## src/rtl/p09_spi_pkg.sv

```systemverilog
// Shared types and constants for the SPI command decoder (states, command codes, control-word bits).
package p09_spi_pkg;

  typedef enum logic [2:0] {
    StCommand = 3'd0,
    StData    = 3'd1,
    StControl = 3'd2,
    StCheck   = 3'd3,
    StDone    = 3'd4
  } state_e;

  localparam logic [1:0] CMD_NOP     = 2'd0;
  localparam logic [1:0] CMD_DATA    = 2'd1;
  localparam logic [1:0] CMD_CONTROL = 2'd2;
  localparam logic [1:0] CMD_END     = 2'd3;

  localparam int unsigned STOP_BIT  = 0;
  localparam int unsigned PAUSE_BIT = 1;
  localparam int unsigned SPEED_LSB = 2;

  // Row address width, never narrower than one bit.
  function automatic int unsigned row_aw(int unsigned n);
    return (n > 1) ? $clog2(n) : 1;
  endfunction

endpackage

```

## src/rtl/p09_row_ptr.sv

```systemverilog
// Row pointer for the line store: modulo-NUM_ROWS counter with synchronous clear and increment.
module p09_row_ptr
  import p09_spi_pkg::*;
#(
  parameter int unsigned NUM_ROWS = 8,
  parameter int unsigned ROW_AW   = row_aw(NUM_ROWS)
) (
  input  logic              clk,
  input  logic              nRst,
  input  logic              clr_i,
  input  logic              inc_i,
  output logic [ROW_AW-1:0] ptr_o
);

  localparam logic [ROW_AW-1:0] LastRow = ROW_AW'(NUM_ROWS - 1);

  logic [ROW_AW-1:0] ptr_q, ptr_d;

  // Explicit compare so non-power-of-two row counts wrap correctly.
  always_comb begin
    ptr_d = ptr_q;
    if (clr_i) begin
      ptr_d = '0;
    end else if (inc_i) begin
      ptr_d = (ptr_q == LastRow) ? '0 : ptr_q + 1'b1;
    end
  end

  always_ff @(posedge clk or negedge nRst) begin
    if (!nRst) begin
      ptr_q <= '0;
    end else begin
      ptr_q <= ptr_d;
    end
  end

  assign ptr_o = ptr_q;

endmodule

```

## src/rtl/p09_spi_cmd_ctrl.sv

```systemverilog
// Command decoder between the SPI deserialiser and the line store: bursts, control, end-of-frame.
// Define P09_CMD_CHECKSUM_EN to add the XOR checksum word after every data burst.
module p09_spi_cmd_ctrl
  import p09_spi_pkg::*;
#(
  parameter int unsigned WORD_W   = 16,
  parameter int unsigned LINE_W   = 13,
  parameter int unsigned NUM_ROWS = 8,
  parameter int unsigned SPEED_W  = 4,
  localparam int unsigned ROW_AW  = row_aw(NUM_ROWS)
) (
  input  logic               clk,
  input  logic               nRst,
  input  logic               start_i,
  input  logic               word_en_i,
  input  logic [WORD_W-1:0]  word_i,
  output logic [LINE_W-1:0]  line_o,
  output logic [ROW_AW-1:0]  line_addr_o,
  output logic               write_line_o,
  output logic               shift_line_o,
  output logic               stop_game_o,
  output logic               paused_o,
  output logic [SPEED_W-1:0] speed_o,
  output logic               busy_o,
  output logic               done_o,
  output logic               err_o
);

  state_e             state_q, state_d;
  logic [ROW_AW-1:0]  burst_q, burst_d;
  logic               shift_q;
  logic               paused_q, paused_d;
  logic [SPEED_W-1:0] speed_q, speed_d;
  logic               err_q, err_d;
`ifdef P09_CMD_CHECKSUM_EN
  logic [LINE_W-1:0]  checksum_q, checksum_d;
`endif

  logic [1:0]        cmd;
  logic [ROW_AW-1:0] len;
  logic              unused_word;

  assign cmd         = word_i[1:0];
  assign len         = word_i[ROW_AW+1:2];
  assign unused_word = ^word_i;

  assign line_o       = word_i[LINE_W-1:0];
  assign write_line_o = (state_q == StData) && word_en_i && !start_i;
  assign stop_game_o  = (state_q == StControl) && word_en_i && word_i[STOP_BIT] && !start_i;
  assign busy_o       = (state_q == StData) || (state_q == StControl) || (state_q == StCheck);
  assign done_o       = (state_q == StDone);
  assign shift_line_o = shift_q;
  assign paused_o     = paused_q;
  assign speed_o      = speed_q;
  assign err_o        = err_q;

  p09_row_ptr #(
    .NUM_ROWS (NUM_ROWS),
    .ROW_AW   (ROW_AW)
  ) u_row_ptr (
    .clk   (clk),
    .nRst  (nRst),
    .clr_i (start_i),
    .inc_i (write_line_o),
    .ptr_o (line_addr_o)
  );

  always_comb begin
    state_d  = state_q;
    burst_d  = burst_q;
    paused_d = paused_q;
    speed_d  = speed_q;
    err_d    = err_q;
`ifdef P09_CMD_CHECKSUM_EN
    checksum_d = checksum_q;
`endif
    // start wins over a same-cycle word, which is dropped.
    if (start_i) begin
      state_d = StCommand;
      err_d   = 1'b0;
    end else if (word_en_i) begin
      case (state_q)
        StCommand: begin
          case (cmd)
            CMD_NOP: begin
              if (len != '0) err_d = 1'b1;
            end
            CMD_DATA: begin
              state_d = StData;
              burst_d = len;
`ifdef P09_CMD_CHECKSUM_EN
              checksum_d = '0;
`endif
            end
            CMD_CONTROL: state_d = StControl;
            default:     state_d = StDone;
          endcase
        end
        StData: begin
          burst_d = burst_q - 1'b1;
`ifdef P09_CMD_CHECKSUM_EN
          checksum_d = checksum_q ^ word_i[LINE_W-1:0];
          if (burst_q == '0) state_d = StCheck;
`else
          if (burst_q == '0) state_d = StCommand;
`endif
        end
        StControl: begin
          paused_d = word_i[PAUSE_BIT];
          speed_d  = word_i[SPEED_LSB +: SPEED_W];
          state_d  = StCommand;
        end
`ifdef P09_CMD_CHECKSUM_EN
        StCheck: begin
          if (word_i[LINE_W-1:0] != checksum_q) err_d = 1'b1;
          state_d = StCommand;
        end
`endif
        StDone: state_d = StDone;
        default: state_d = StCommand;
      endcase
    end
  end

  always_ff @(posedge clk or negedge nRst) begin
    if (!nRst) begin
      state_q  <= StCommand;
      burst_q  <= '0;
      shift_q  <= 1'b0;
      paused_q <= 1'b0;
      speed_q  <= '0;
      err_q    <= 1'b0;
`ifdef P09_CMD_CHECKSUM_EN
      checksum_q <= '0;
`endif
    end else begin
      state_q  <= state_d;
      burst_q  <= burst_d;
      shift_q  <= write_line_o;
      paused_q <= paused_d;
      speed_q  <= speed_d;
      err_q    <= err_d;
`ifdef P09_CMD_CHECKSUM_EN
      checksum_q <= checksum_d;
`endif
    end
  end

endmodule
```

## config.mk

```make
export PLATFORM = sky130hd
export DESIGN_NAME = p09_spi_cmd_ctrl
export DESIGN_NICKNAME = d
export VERILOG_FILES = /design/src/rtl/p09_spi_pkg.sv /design/src/rtl/p09_row_ptr.sv /design/src/rtl/p09_spi_cmd_ctrl.sv
export SDC_FILE = /design/constraint.sdc
export NUM_CORES = 1
export LEC_CHECK = 0
export CAP_MARGIN = 30
export CORE_ASPECT_RATIO = 1.4
export CORE_MARGIN = 2
export CORE_UTILIZATION = 41
export CTS_CLUSTER_DIAMETER = 120
export CTS_CLUSTER_SIZE = 16
export DETAILED_ROUTE_END_ITERATION = 12
export PLACE_DENSITY = 0.8
export SKIP_LAST_GASP = 1
export SYNTH_ARGS = -nofsm -noshare
export SYNTH_HDL_FRONTEND = slang
export SYNTH_SLANG_ARGS = --single-unit
```

## constraint.sdc

```tcl
create_clock -name clk -period 1.73 [get_ports clk]
set_clock_uncertainty 0.1 [all_clocks]
set_input_delay 0.2595 -clock clk [delete_from_list [all_inputs] [get_ports clk]]
set_output_delay 0.2595 -clock clk [all_outputs]
set_load 0.01 [all_outputs]
```

Word level (Yosys, flattened, before mapping). Index checks and enable logic that the tools add are counted.

Add/subtract/negate cells: 2. $mul: 0. Div/mod/pow operators: 0. Order comparisons: 0. Equality and inequality tests: 10. Shifts and indexed selects: 0. Muxes and demuxes: 15. Bitwise gates (word level): 1. Reductions and logical operators: 22.

Operators by type and width (number): $mux W3 (7); $pmux W3 S3 (2); $reduce_bool A2 Y1 (6); $reduce_and A4 Y1 (2); $eq A3 B2 Y1 const B (2); $eq A3 B3 Y1 const B (2); $logic_not A3 Y1 (2); $pmux W3 S2 (1); $reduce_and A3 Y1 (2); $logic_and A1 B1 Y1 (5); $mux W1 (5); $add A3 B1 Y3 const B (1); $eq A3 B1 Y1 const B (1); $ne A3 B2 Y1 const B (1); $ne A3 B3 Y1 const B (1); $reduce_bool A3 Y1 (1); $sub A3 B1 Y3 const B (1); $eq A2 B1 Y1 const B (1); $eq A2 B2 Y1 const B (1); $logic_not A2 Y1 (1); $logic_or A1 B1 Y1 (2); $ne A2 B1 Y1 const B (1); $logic_not A1 Y1 (1); $not A1 Y1 (1).

Flip-flop bits (word level): 16. Bits in latches: 0. Memory bits (writable): 0. Memory bits (read-only): 0. Output and inout port bits: 27. Logic and storage cells: 57. Memories: 0.

Depth between registers and ports, before layout. Gate-level depths: netlist of run 1.

Depth in word-level cells: 6. Gate-level depth with buffers: 6. Depth with buffers taken out: 6.

Modules after synthesis. A second synthesis of run 1 with hierarchy kept.

Cell total of the unflattened synthesis: 95. Area, all modules: 975.9 um^2.

Modules (own cells, without submodules): p09_spi_cmd_ctrl (instances 1, cells each 83, area an instance 824.5 um^2); p09_row_ptr (instances 1, cells each 12, area an instance 151.4 um^2).

Worst setup path before layout of run 1. Ideal clock, no wire load.

Kind: register -> output. From: register state_q[2]. To: output port stop_game_o. Arrival: 1.115 ns. Required time: 1.370 ns. Setup slack: 0.256 ns. Cell stages (with the launch flop): 5. Path buffers: 1. Cells stage by stage: dfrtp_1 buf_2 nor3b_2 nand3b_2 nor2_1.

Longest elaborated chain between the ends: 4.

Ends and longest elaborated chain: from (decl) (RTL line p09_spi_cmd_ctrl.sv:29) `state_e state_q, state_d;`; from (signal assigned) (RTL line p09_spi_cmd_ctrl.sv:127) `state_q <= StCommand;`; from (signal assigned) (RTL line p09_spi_cmd_ctrl.sv:137) `state_q <= state_d;`; $eq A3 B2 Y1 (RTL line p09_spi_cmd_ctrl.sv:49) `assign stop_game_o = (state_q == StControl) && word_en_i && word_i[STOP_BIT] && !start_i;`; $logic_and A1 B1 Y1 (3 in series) (RTL line p09_spi_cmd_ctrl.sv:49); to (decl) (RTL line p09_spi_cmd_ctrl.sv:21) `output logic stop_game_o,`.

No other way between the ends.

Worst setup path after layout of run 1.
From: register state_q[1]. To: register burst_q[0].

Longest elaborated chain between the ends: 3.

Ends and longest elaborated chain: $logic_not A3 Y1 or $eq A3 B1 Y1 (tied branches) (RTL line p09_spi_cmd_ctrl.sv:82) `case (state_q)`; $ne A2 B1 Y1 (no line) or $reduce_bool A2 Y1 (tied branches); $reduce_and A4 Y1 (no line); to (signal assigned) (RTL line p09_spi_cmd_ctrl.sv:138) `burst_q <= burst_d;`; to (decl) (RTL line p09_spi_cmd_ctrl.sv:30) `logic [ROW_AW-1:0] burst_q, burst_d;`.

Parallel ways exist; a longest one is shown, timed or not. A chain may end at the register's enable or synchronous reset.

==> results of run 1 <==
## synth_stat cells (2+ instances only)
cell type	n
mux2_1	5
nand2b_1	2
o21ai_1	3
mux2i_1	2
nor4b_1	2
dfrtp_1	16
nor2_1	9
a21oi_1	6
buf_4	13
clkbuf_1	2
nand2_1	3
ha_1	7
o21a_1	2
o31ai_1	2
nand3b_1	3
inv_1	8
## flip-flops by register name (all words and copies together), names as in the netlist
name	count
burst_q	3
err_o	1
paused_o	1
shift_line_o	1
speed_o	4
state_q	3
u_row_ptr.ptr_o	3
## routing by layer
| metal | up-vias | part of all wire (%) | track usage (%) |
|---|---|---|---|
| li1 | 411 | - | - |
| met1 | 397 | 41 | 22.4 |
| met2 | 38 | 49 | 28.6 |
| met3 | 5 | 7.8 | 4.34 |
| met4 | 0 | 2.1 | 7.50 |
| met5 | - | 0 | 0 |
## stage by stage
step / total power, uW / TNS, ns
2_1_floorplan: 627 / 0
3_3_place_gp: 758 / -1.65
3_5_place_dp: 769 / -2.01
4_1_cts: 1030 / -0.211
5_1_grt: 1080 / -0.0207
6_report: 1020 / 0
## path summary, 6_finish.rpt
| check | to | slack, ns | depth (start not counted) |
|---|---|---|---|
| max | burst_q[0]$_DFFE_PN0P_ | 0.04 | 3 |
| min | u_row_ptr.ptr_o[2]$_DFFE_PN0P_ | 0.17 | 2 |
| max reg2reg | burst_q[0]$_DFFE_PN0P_ | 0.04 | 3 |
| min reg2reg | speed_o[3]$_DFFE_PN0P_ | 0.41 | 1 |
| max in group asynchronous | burst_q[1]$_DFFE_PN0P_ | 1.16 | 2 |
| min in group clk | state_q[0]$_DFFE_PN0P_ | 0.26 | 4 |
## logic make-up (layout without fill, tap and decap cells)
family | count (synthesis) | in the layout
buffers and inverters | 25 | 60
AO/OA/AOI/OAI | 17 | 17
multiplexers | 7 | 7
adder cells (fa/ha/maj) | 7 | 7
AND/OR/NAND/NOR | 30 | 30
flip-flops | 16 | 16
## final cells by class
type	instances	share of cell area, %
Multi-Input combinational cell	61	33.8
Timing Repair Buffer	48	30.0
Sequential cell	16	28.4
Tap cell	34	3.01
Clock buffer	4	2.57
Inverter	8	2.13
## where the power goes
part | internal [uW] | switching [uW] | total (uW)
Combinational | 175 | 137 | 313
Sequential | 425 | 24.2 | 449
Clock | 128 | 129 | 257
## what timing repair did
action	4_1_cts	5_1_grt
endpoints found under the setup margin	5	2
resized for setup	10	5
pin swaps	0	2
buffers inserted	2	0
==> results.md, run 1 <==
* Initial antenna violation count at 0
* Synth-to-Final Area Change at 38.4%
* IO Pins at 47
* Slew HR at 70.6%
* Root Buffer: clkbuf_4
* Delay-heaviest family, CP: simple AND/OR/NAND/NOR gates
* Die Wd at 46.2 um
* Vias in the first global route at 888
* Max Buffers Root-to-Sink at 2
* Core footprint at 2390 um^2
* #FFs+latches synth at 16
* Worst-path fanout max at 7
* Critical Path Source: state_q[1]$_DFFE_PN0P_
* Hpwl dp at 1.71 mm
* Avg Cell Area, Syn at 10.0 um^2
* RSZ-0062 raised after global routing: yes
* Final setup fails at 0
* Area leader, netlist: dfrtp_1
* Cells after synthesis at 102
* Max VDD drop at 0.508 mV
* Post-layout util at 59.1%
* Final Hold Slack at 0.169 ns
* Ratio of cells with drive above 1 in the final layout at 21.9%
* Inst Count DP at 165
* Critical Path Start Type: flop
* Setup crit end kind: flop
* Ranking of synthesized cells by area: dfrtp_1 (39%), buf_4 (9.6%), ha_1 (8.6%)
* Fillers at 205
* Most frequent cells in the layout: clkdlybuf4s50_1 (22), buf_4 (19), dfrtp_1 (15)
* Min setup slack post-route at 0.0422 ns
* Die Ht at 63.0 um
* Placement Cell Area at 1360 um^2
* Initial DRC Count at 4
* Post-synth EDFFs at 0
* Post-CTS Hold Buffers at 0
* Fin area at 1410 um^2
* Pin count of the biggest net entering global routing at 17
* Worst Path Buf+Inv at 1
* Tot GR Track Use at 18.0%
* H-tree level count at 1
* FF-to-FF Start: state_q[1]$_DFFE_PN0P_
* Synth Area in XOR/XNOR at 0%
* Port-buffer cells at 29
* Mux share of post-synthesis cell area at 7.48%
* Worst-path clk slew at 0.10 ns
* Setup Crit Path Kind: flop to flop
* DRC at 0
* Final #Nets at 165
* WL/cell at 13.2 um
* Via count at 851
* Multi-input logic area at 478 um^2
* Site Rows at 21
* Die Area at 2910 um^2
* Vias/cell at 4.98
* Pre-antenna DRT Iters at 4
* CTS tree: yes
* Critical Path RT at 1.82 ns
* Routability Congestion at 0.744
* Min-delay worst type: primary input to async pin
* Max Transition Viols Final at 0
* Slew at the pin with the worst max-slew slack at 0.430 ns
* Async set-reset flop share out of synthesis at 100%
* Initial core utilization at 42.7%
* First-pass GRT wire length at 3.86 mm
* CP max stage delay at 0.57 ns
* YS warnings at 0
* P_leak at 0.000698 uW
* Worst path arrival time at 1.77 ns
* Antenna cell count at 0
* Register area at 402 um^2
* Period utilization at 97.6%
* Max Cap Violations at 0
* Fin cells at 171
* Commonest non-fill, non-tap cell in the layout: clkdlybuf4s50_1
* Top-area cell type share of the netlist area at 39.2%
* Largest family of logic cells by synthesized area: simple AND/OR/NAND/NOR gates
* Register area share after synthesis at 39.2%
* Final wirelength at 2.26 mm
* PwrDens at 721 nW/um^2
* Fmax at 592 MHz
* Status: complete, no violations
* GRT overflow at 0
* Syn_nets at 129
* TritonCTS Buffers at 3
* Post-route minimum period at 1.69 ns
* CP max stage cell: or4b_4
* DP Worst Slack at -0.418 ns
* Later-pin clock latency in the skew report at 0.30 ns
* Synth unique cells at 33
* Routed Antenna Nets at 0
* Synthesized area at 1020 um^2
* Clock sink count at 16
* Final Hold Fails at 0
* CP Cell Sequence: buf_4, or4b_4, o31a_1
* Compound-Gate Fraction of Synth Area at 10.2%
* Post-Synth Adder-Cell Area at 8.58%
* Post-Synth Simple-Gate Area at 19.7%
* Top_reg_cell synth: dfrtp_1
Power figures use the tool's default switching activity.
==> inputs of run 2 (changes only) <==
--- a/config.mk
+++ b/config.mk
@@ -12,6 +12,7 @@
 export CTS_CLUSTER_DIAMETER = 120
 export CTS_CLUSTER_SIZE = 16
 export DETAILED_ROUTE_END_ITERATION = 12
+export GPL_TIMING_DRIVEN = 0
 export PLACE_DENSITY = 0.8
 export SKIP_LAST_GASP = 1
 export SYNTH_ARGS = -nofsm -noshare
==> results.md, run 2 (synthesized netlist as in run 1, its figures left out) <==
* Initial antenna violation count at 0 (unchanged)
* Site Rows at 21 (unchanged)
* Worst-path clk slew at 0.10 ns (about the same)
* Min setup slack post-route at -0.0315 ns (was 0.0422 ns)
* Final setup fails at 1 (was 0)
* Min-delay worst type: primary input to flop (was primary input to async pin)
* Die Ht at 63.0 um (unchanged)
* Ratio of cells with drive above 1 in the final layout at 24.7% (was 21.9%)
* Initial DRC Count at 19 (was 4)
* Port-buffer cells at 35 (was 29)
* Max Cap Violations at 0 (unchanged)
* DRC at 0 (unchanged)
* Commonest non-fill, non-tap cell in the layout: clkdlybuf4s50_1 (unchanged)
* Slew HR at 51.2% (was 70.6%)
* PwrDens at 693 nW/um^2 (was 721 nW/um^2)
* CP Cell Sequence: nor3b_4, buf_6, nand3b_4, nor2_1, buf_2 (was buf_4, or4b_4, o31a_1)
* Max Transition Viols Final at 0 (unchanged)
* DP Worst Slack at -0.733 ns (was -0.418 ns)
* GRT overflow at 0 (unchanged)
* CTS tree: yes (unchanged)
* Clock sink count at 16 (unchanged)
* Routed Antenna Nets at 0 (unchanged)
* WL/cell at 12.6 um (was 13.2 um)
* Die Wd at 46.2 um (unchanged)
* Initial core utilization at 42.7% (unchanged)
* Post-CTS Hold Buffers at 0 (unchanged)
* CP max stage cell: dfrtp_2 (was or4b_4)
* Fin cells at 180 (was 171)
* H-tree level count at 1 (unchanged)
* Core footprint at 2390 um^2 (unchanged)
* Hpwl dp at 1.69 mm (was 1.71 mm)
* Post-layout util at 63.1% (was 59.1%)
* CP max stage delay at 0.45 ns (was 0.57 ns)
* First-pass GRT wire length at 3.88 mm (was 3.86 mm)
* Final #Nets at 174 (was 165)
* Vias in the first global route at 915 (was 888)
* Die Area at 2910 um^2 (unchanged)
* Root Buffer: clkbuf_4 (unchanged)
* Synth-to-Final Area Change at 47.7% (was 38.4%)
* TritonCTS Buffers at 3 (unchanged)
* Vias/cell at 4.92 (was 4.98)
* Via count at 886 (was 851)
* Critical Path Start Type: flop (unchanged)
* IO Pins at 47 (unchanged)
* P_leak at 0.000762 uW (was 0.000698 uW)
* Later-pin clock latency in the skew report at 0.30 ns (about the same)
* Max VDD drop at 0.629 mV (was 0.508 mV)
* Slew at the pin with the worst max-slew slack at 0.730 ns (was 0.430 ns)
* Max FFs per register at 4 (unchanged)
* Critical Path Source: state_q[2]$_DFFE_PN0P_ (was state_q[1]$_DFFE_PN0P_)
* Period utilization at 102% (was 97.6%)
* Pin count of the biggest net entering global routing at 17 (unchanged)
* Critical Path RT at 1.37 ns (was 1.82 ns)
* Most frequent cells in the layout: clkdlybuf4s50_1 (24), buf_4 (20), dfrtp_1 (14) (was clkdlybuf4s50_1 (22), buf_4 (19), dfrtp_1 (15))
* FF-to-FF Start: state_q[2]$_DFFE_PN0P_ (was state_q[1]$_DFFE_PN0P_)
* Routability Congestion at 0.748 (was 0.744)
* Worst-path fanout max at 3 (was 7)
* Tot GR Track Use at 17.8% (was 18.0%)
* Antenna cell count at 0 (unchanged)
* Post-route minimum period at 1.76 ns (was 1.69 ns)
* Fmax at 568 MHz (was 592 MHz)
* Status: finished with violations (was complete, no violations)
* Setup crit end kind: output pin (was flop)
* Pre-antenna DRT Iters at 4 (unchanged)
* Setup Crit Path Kind: flop to output pin (was flop to flop)
* Worst path arrival time at 1.40 ns (was 1.77 ns)
* Fillers at 190 (was 205)
* Final wirelength at 2.28 mm (was 2.26 mm)
* Max Buffers Root-to-Sink at 2 (unchanged)
* Failing checks: negative setup slack
* Final Hold Slack at 0.0596 ns (was 0.169 ns)
* Final Hold Fails at 0 (unchanged)
* Hold Path Origin: start_i
* RSZ-0062 raised after global routing: yes (unchanged)
* Inst Count DP at 171 (was 165)
==> run 2: final timing paths <==
kind,slack (ns),endpoint,cells past startpoint
max,-0.03,stop_game_o,5
min,0.06,state_q[1]$_DFFE_PN0P_,2
max reg2reg,0.09,burst_q[0]$_DFFE_PN0P_,3
min reg2reg,0.40,speed_o[1]$_DFFE_PN0P_,1
max in group asynchronous,0.75,state_q[1]$_DFFE_PN0P_,1
min in group asynchronous,0.28,u_row_ptr.ptr_o[2]$_DFFE_PN0P_,1
==> run 2: final cells by class <==
class	instances	area, um^2	share of cell area [%]
Multi-Input combinational cell	61	494	32.8
Sequential cell	16	403	26.7
Clock buffer	4	36.3	2.41
Inverter	8	30.0	1.99
Tap cell	34	42.5	2.82
Buffer	15	116	7.72
Timing Repair Buffer	42	385	25.6
==> run 2: power breakdown <==
group          internal, uW  switching (uW)
logic                   191             144
clock network           129             130
registers               425            25.8
==> run 2: repair_timing <==
item	CTS	global route
pin swaps	3	2
endpoints found under the setup margin	9	6
resized for setup	26	6
setup buffers	7	0
==> run 2: per-stage QoR <==
stage / total power [uW] / area [um^2] / TNS [ns]
4_1_cts: 1060 / 1510 / -0.0855
3_3_place_gp: 774 / 1410 / -3.31
5_1_grt: 1110 / 1510 / -0.0900
2_1_floorplan: 627 / 1020 / 0
6_report: 1040 / 1510 / -0.0315
3_5_place_dp: 784 / 1410 / -3.71
==> run 2: routing by layer <==
| metal | global-route usage [%] | vias to the layer above | wire length [um] |
|---|---|---|---|
| met3 | 4.34 | 5 | 169 |
| li1 | - | 426 | - |
| met2 | 29.9 | 40 | 1160 |
| met1 | 20.8 | 415 | 908 |
| met4 | 6.43 | 0 | 42 |
| met5 | 0 | - | 0 |
==> run 2: worst max-delay path: cells and delay by family, from the launching register on <==
| family | cells | cell delay, ns |
|---|---|---|
| DFF | 1 | 0.45 |
| and+or+nand+nor | 3 | 0.39 |
| buffers and inverters | 2 | 0.27 |
==> inputs of run 3 (changes only) <==
--- a/config.mk
+++ b/config.mk
@@ -8,12 +8,12 @@
 export CAP_MARGIN = 30
 export CORE_ASPECT_RATIO = 1.4
 export CORE_MARGIN = 2
-export CORE_UTILIZATION = 41
+export CORE_UTILIZATION = 37
 export CTS_CLUSTER_DIAMETER = 120
 export CTS_CLUSTER_SIZE = 16
 export DETAILED_ROUTE_END_ITERATION = 12
 export GPL_TIMING_DRIVEN = 0
-export PLACE_DENSITY = 0.8
+export PLACE_DENSITY = 0.76
 export SKIP_LAST_GASP = 1
 export SYNTH_ARGS = -nofsm -noshare
 export SYNTH_HDL_FRONTEND = slang
==> constraint.sdc (replaced) <==
create_clock -name clk -period 1.4 [get_ports clk]
set_clock_uncertainty 0.1 [all_clocks]
set_input_delay 0.21 -clock clk [delete_from_list [all_inputs] [get_ports clk]]
set_output_delay 0.21 -clock clk [all_outputs]
set_load 0.01 [all_outputs]
==> results.md, run 3 (synthesized netlist as in run 1, its figures left out) <==
* Pin count of the biggest net entering global routing at 17 (unchanged)
* Commonest non-fill, non-tap cell in the layout: buf_4 (was clkdlybuf4s50_1)
* Final setup fails at 19 (was 1)
* Fmax at 557 MHz
* First-pass GRT wire length at 4.46 mm (was 3.88 mm)
* Min setup slack post-route at -0.397 ns (was -0.0315 ns)
* TritonCTS Buffers at 3 (unchanged)
* RSZ-0062 raised after global routing: yes (unchanged)
* Psw at 460 uW (was 301 uW)
* Initial core utilization at 39.0% (was 42.7%)
* Routed Antenna Nets at 0 (unchanged)
* Fillers at 209 (was 190)
* Worst-path clk slew at 0.10 ns (about the same)
* Core footprint at 2620 um^2 (was 2390 um^2)
* P_leak at 0.000938 uW (was 0.000762 uW)
* Die Ht at 66.2 um (was 63.0 um)
* PwrDens at 819 nW/um^2 (was 693 nW/um^2)
* GRT overflow at 0 (unchanged)
* Post-route minimum period at 1.80 ns
* Die Wd at 48.4 um (was 46.2 um)
* Slew at the pin with the worst max-slew slack at 0.767 ns (was 0.730 ns)
* Failing checks: negative setup slack (unchanged)
* Period utilization at 128%
* Int Pwr at 1030 uW (was 744 uW)
* Critical Path Start Type: flop (unchanged)
* IO Pins at 47 (unchanged)
* Initial antenna violation count at 0 (unchanged)
* H-tree level count at 1 (unchanged)
* Most frequent cells in the layout: buf_4 (29), dlygate4sd2_1 (16), dfrtp_1 (15) (was clkdlybuf4s50_1 (24), buf_4 (20), dfrtp_1 (14))
* Final Hold Fails at 0 (unchanged)
* Root Buffer: clkbuf_4 (unchanged)
* Clock share of power at 22.1% (was 24.8%)
* Die Area at 3200 um^2 (was 2910 um^2)
* Final wirelength at 3.03 mm (was 2.28 mm)
* Synth-to-Final Area Change at 78.8% (was 47.7%)
* Initial DRC Count at 18 (was 19)
* Status: finished with violations (unchanged)
* Fin area at 1830 um^2 (was 1510 um^2)
* Worst path arrival time at 1.49 ns (was 1.40 ns)
* Max VDD drop at 0.711 mV (was 0.629 mV)
* Final #Nets at 192 (was 174)
* Site Rows at 22 (was 21)
* Register area at 402 um^2 (was 403 um^2)
* Final Hold Slack at 0.0274 ns (was 0.0596 ns)
* Ratio of cells with drive above 1 in the final layout at 47.0% (was 24.7%)
* Setup Crit Path Kind: flop to output pin (unchanged)
* Slew HR at 48.7% (was 51.2%)
* Pre-antenna DRT Iters at 4 (unchanged)
* Worst-path fanout max at 2 (was 3)
* CTS tree: yes (unchanged)
* Min-delay worst type: primary input to flop (unchanged)
* Hpwl dp at 1.85 mm (was 1.69 mm)
* Max Transition Viols Final at 0 (unchanged)
* Port-buffer cells at 35 (unchanged)
* Routability Congestion at 0.737 (was 0.748)
* Antenna cell count at 0 (unchanged)
* Setup crit end kind: output pin (unchanged)
* Post-CTS Hold Buffers at 0 (unchanged)
* Later-pin clock latency in the skew report at 0.31 ns (was 0.30 ns)
* Clock sink count at 16 (unchanged)
* Vias/cell at 5.02 (was 4.92)
* Combinational share of power at 40.6% (was 32.1%)
* Max FFs per register at 4 (unchanged)
* Placement Cell Area at 1450 um^2 (was 1410 um^2)
* Via count at 1003 (was 886)
* Tot GR Track Use at 18.1% (was 17.8%)
* WL/cell at 15.2 um (was 12.6 um)
* Sequential fraction of design power at 37.3% (was 43.2%)
* Sw Share at 30.8% (was 28.8%)
* Max Buffers Root-to-Sink at 2 (unchanged)
* Max Cap Violations at 0 (unchanged)
* Critical Path RT at 1.09 ns (was 1.37 ns)
* Vias in the first global route at 1033 (was 915)
* Multi-input logic area at 627 um^2 (was 494 um^2)
* DRC at 0 (unchanged)
## run 3: cell count changes in the layout (fill, tap and decap cells not counted), sizes merged
cell,previous run,this run
buf,24,44
clkbuf,5,4
clkdlybuf4s15,0,3
clkdlybuf4s50,24,11
dlygate4sd2,7,16
## run 3: cell type report
type / count / share of cell area [%]
multi-input combinational: 61 / 34.3
inverter: 8 / 1.64
clock buffer: 4 / 1.99
sequential: 16 / 22.0
timing repair buffer: 58 / 29.5
tap: 36 / 2.47
buffer: 17 / 8.02
## run 3: what timing repair did
item                       CTS  global route
buffers inserted             9            14
pin swaps                    6            21
resized for setup           63            25
setup endpoints to repair   33            19
## run 3: final timing paths
check | startpoint | endpoint | slack (ns) | cells after the start
setup / recovery | state_q[2]$_DFFE_PN0P_ | write_line_o | -0.40 | 5
hold / removal | start_i | u_row_ptr.ptr_o[2]$_DFFE_PN0P_ | 0.03 | 2
setup reg to reg | state_q[2]$_DFFE_PN0P_ | burst_q[2]$_DFFE_PN0P_ | -0.28 | 7
hold reg to reg | speed_o[3]$_DFFE_PN0P_ | speed_o[3]$_DFFE_PN0P_ | 0.42 | 1
max in group asynchronous | nRst | state_q[0]$_DFFE_PN0P_ | 0.42 | 1
min in group asynchronous | nRst | shift_line_o$_DFF_PN0_ | 0.24 | 1
## run 3: worst max-delay path, stage by stage, from the launching register on
cell and delay (ns):
dfrtp_1 0.40, buf_6 0.13, nor3b_4 0.19, buf_4 0.15, and3b_1 0.18, buf_2 0.14
## run 3: metal layers
metal	vias to the layer above	GRT usage (%)	share of wire, %	wire length (um)
li1	467	-	-	-
met1	494	18.1	38	1160
met4	0	11.8	1.9	58
met2	33	34.4	56	1680
met5	-	0	0	0
met3	9	3.17	4.2	128
## run 3: power groups by stage
stage,Combinational (uW),Sequential [uW],Clock [uW]
after global routing,650,566,349
after detailed placement,430,564,0
final,607,557,331
after CTS,490,555,326
after global placement,410,561,0
after floorplan,214,576,0
## run 3: per-stage QoR
step	instances	utilization, %	total power, uW	setup TNS, ns	setup WS [ns]
6_report	200	69.8	1490	-3.34	-0.397
3_5_place_dp	173	55.6	994	-9.83	-0.881
2_1_floorplan	102	-	791	0	0.00215
3_3_place_gp	173	55.6	971	-9.12	-0.856
5_1_grt	200	69.8	1560	-4.66	-0.479
4_1_cts	186	61.3	1370	-2.49	-0.368
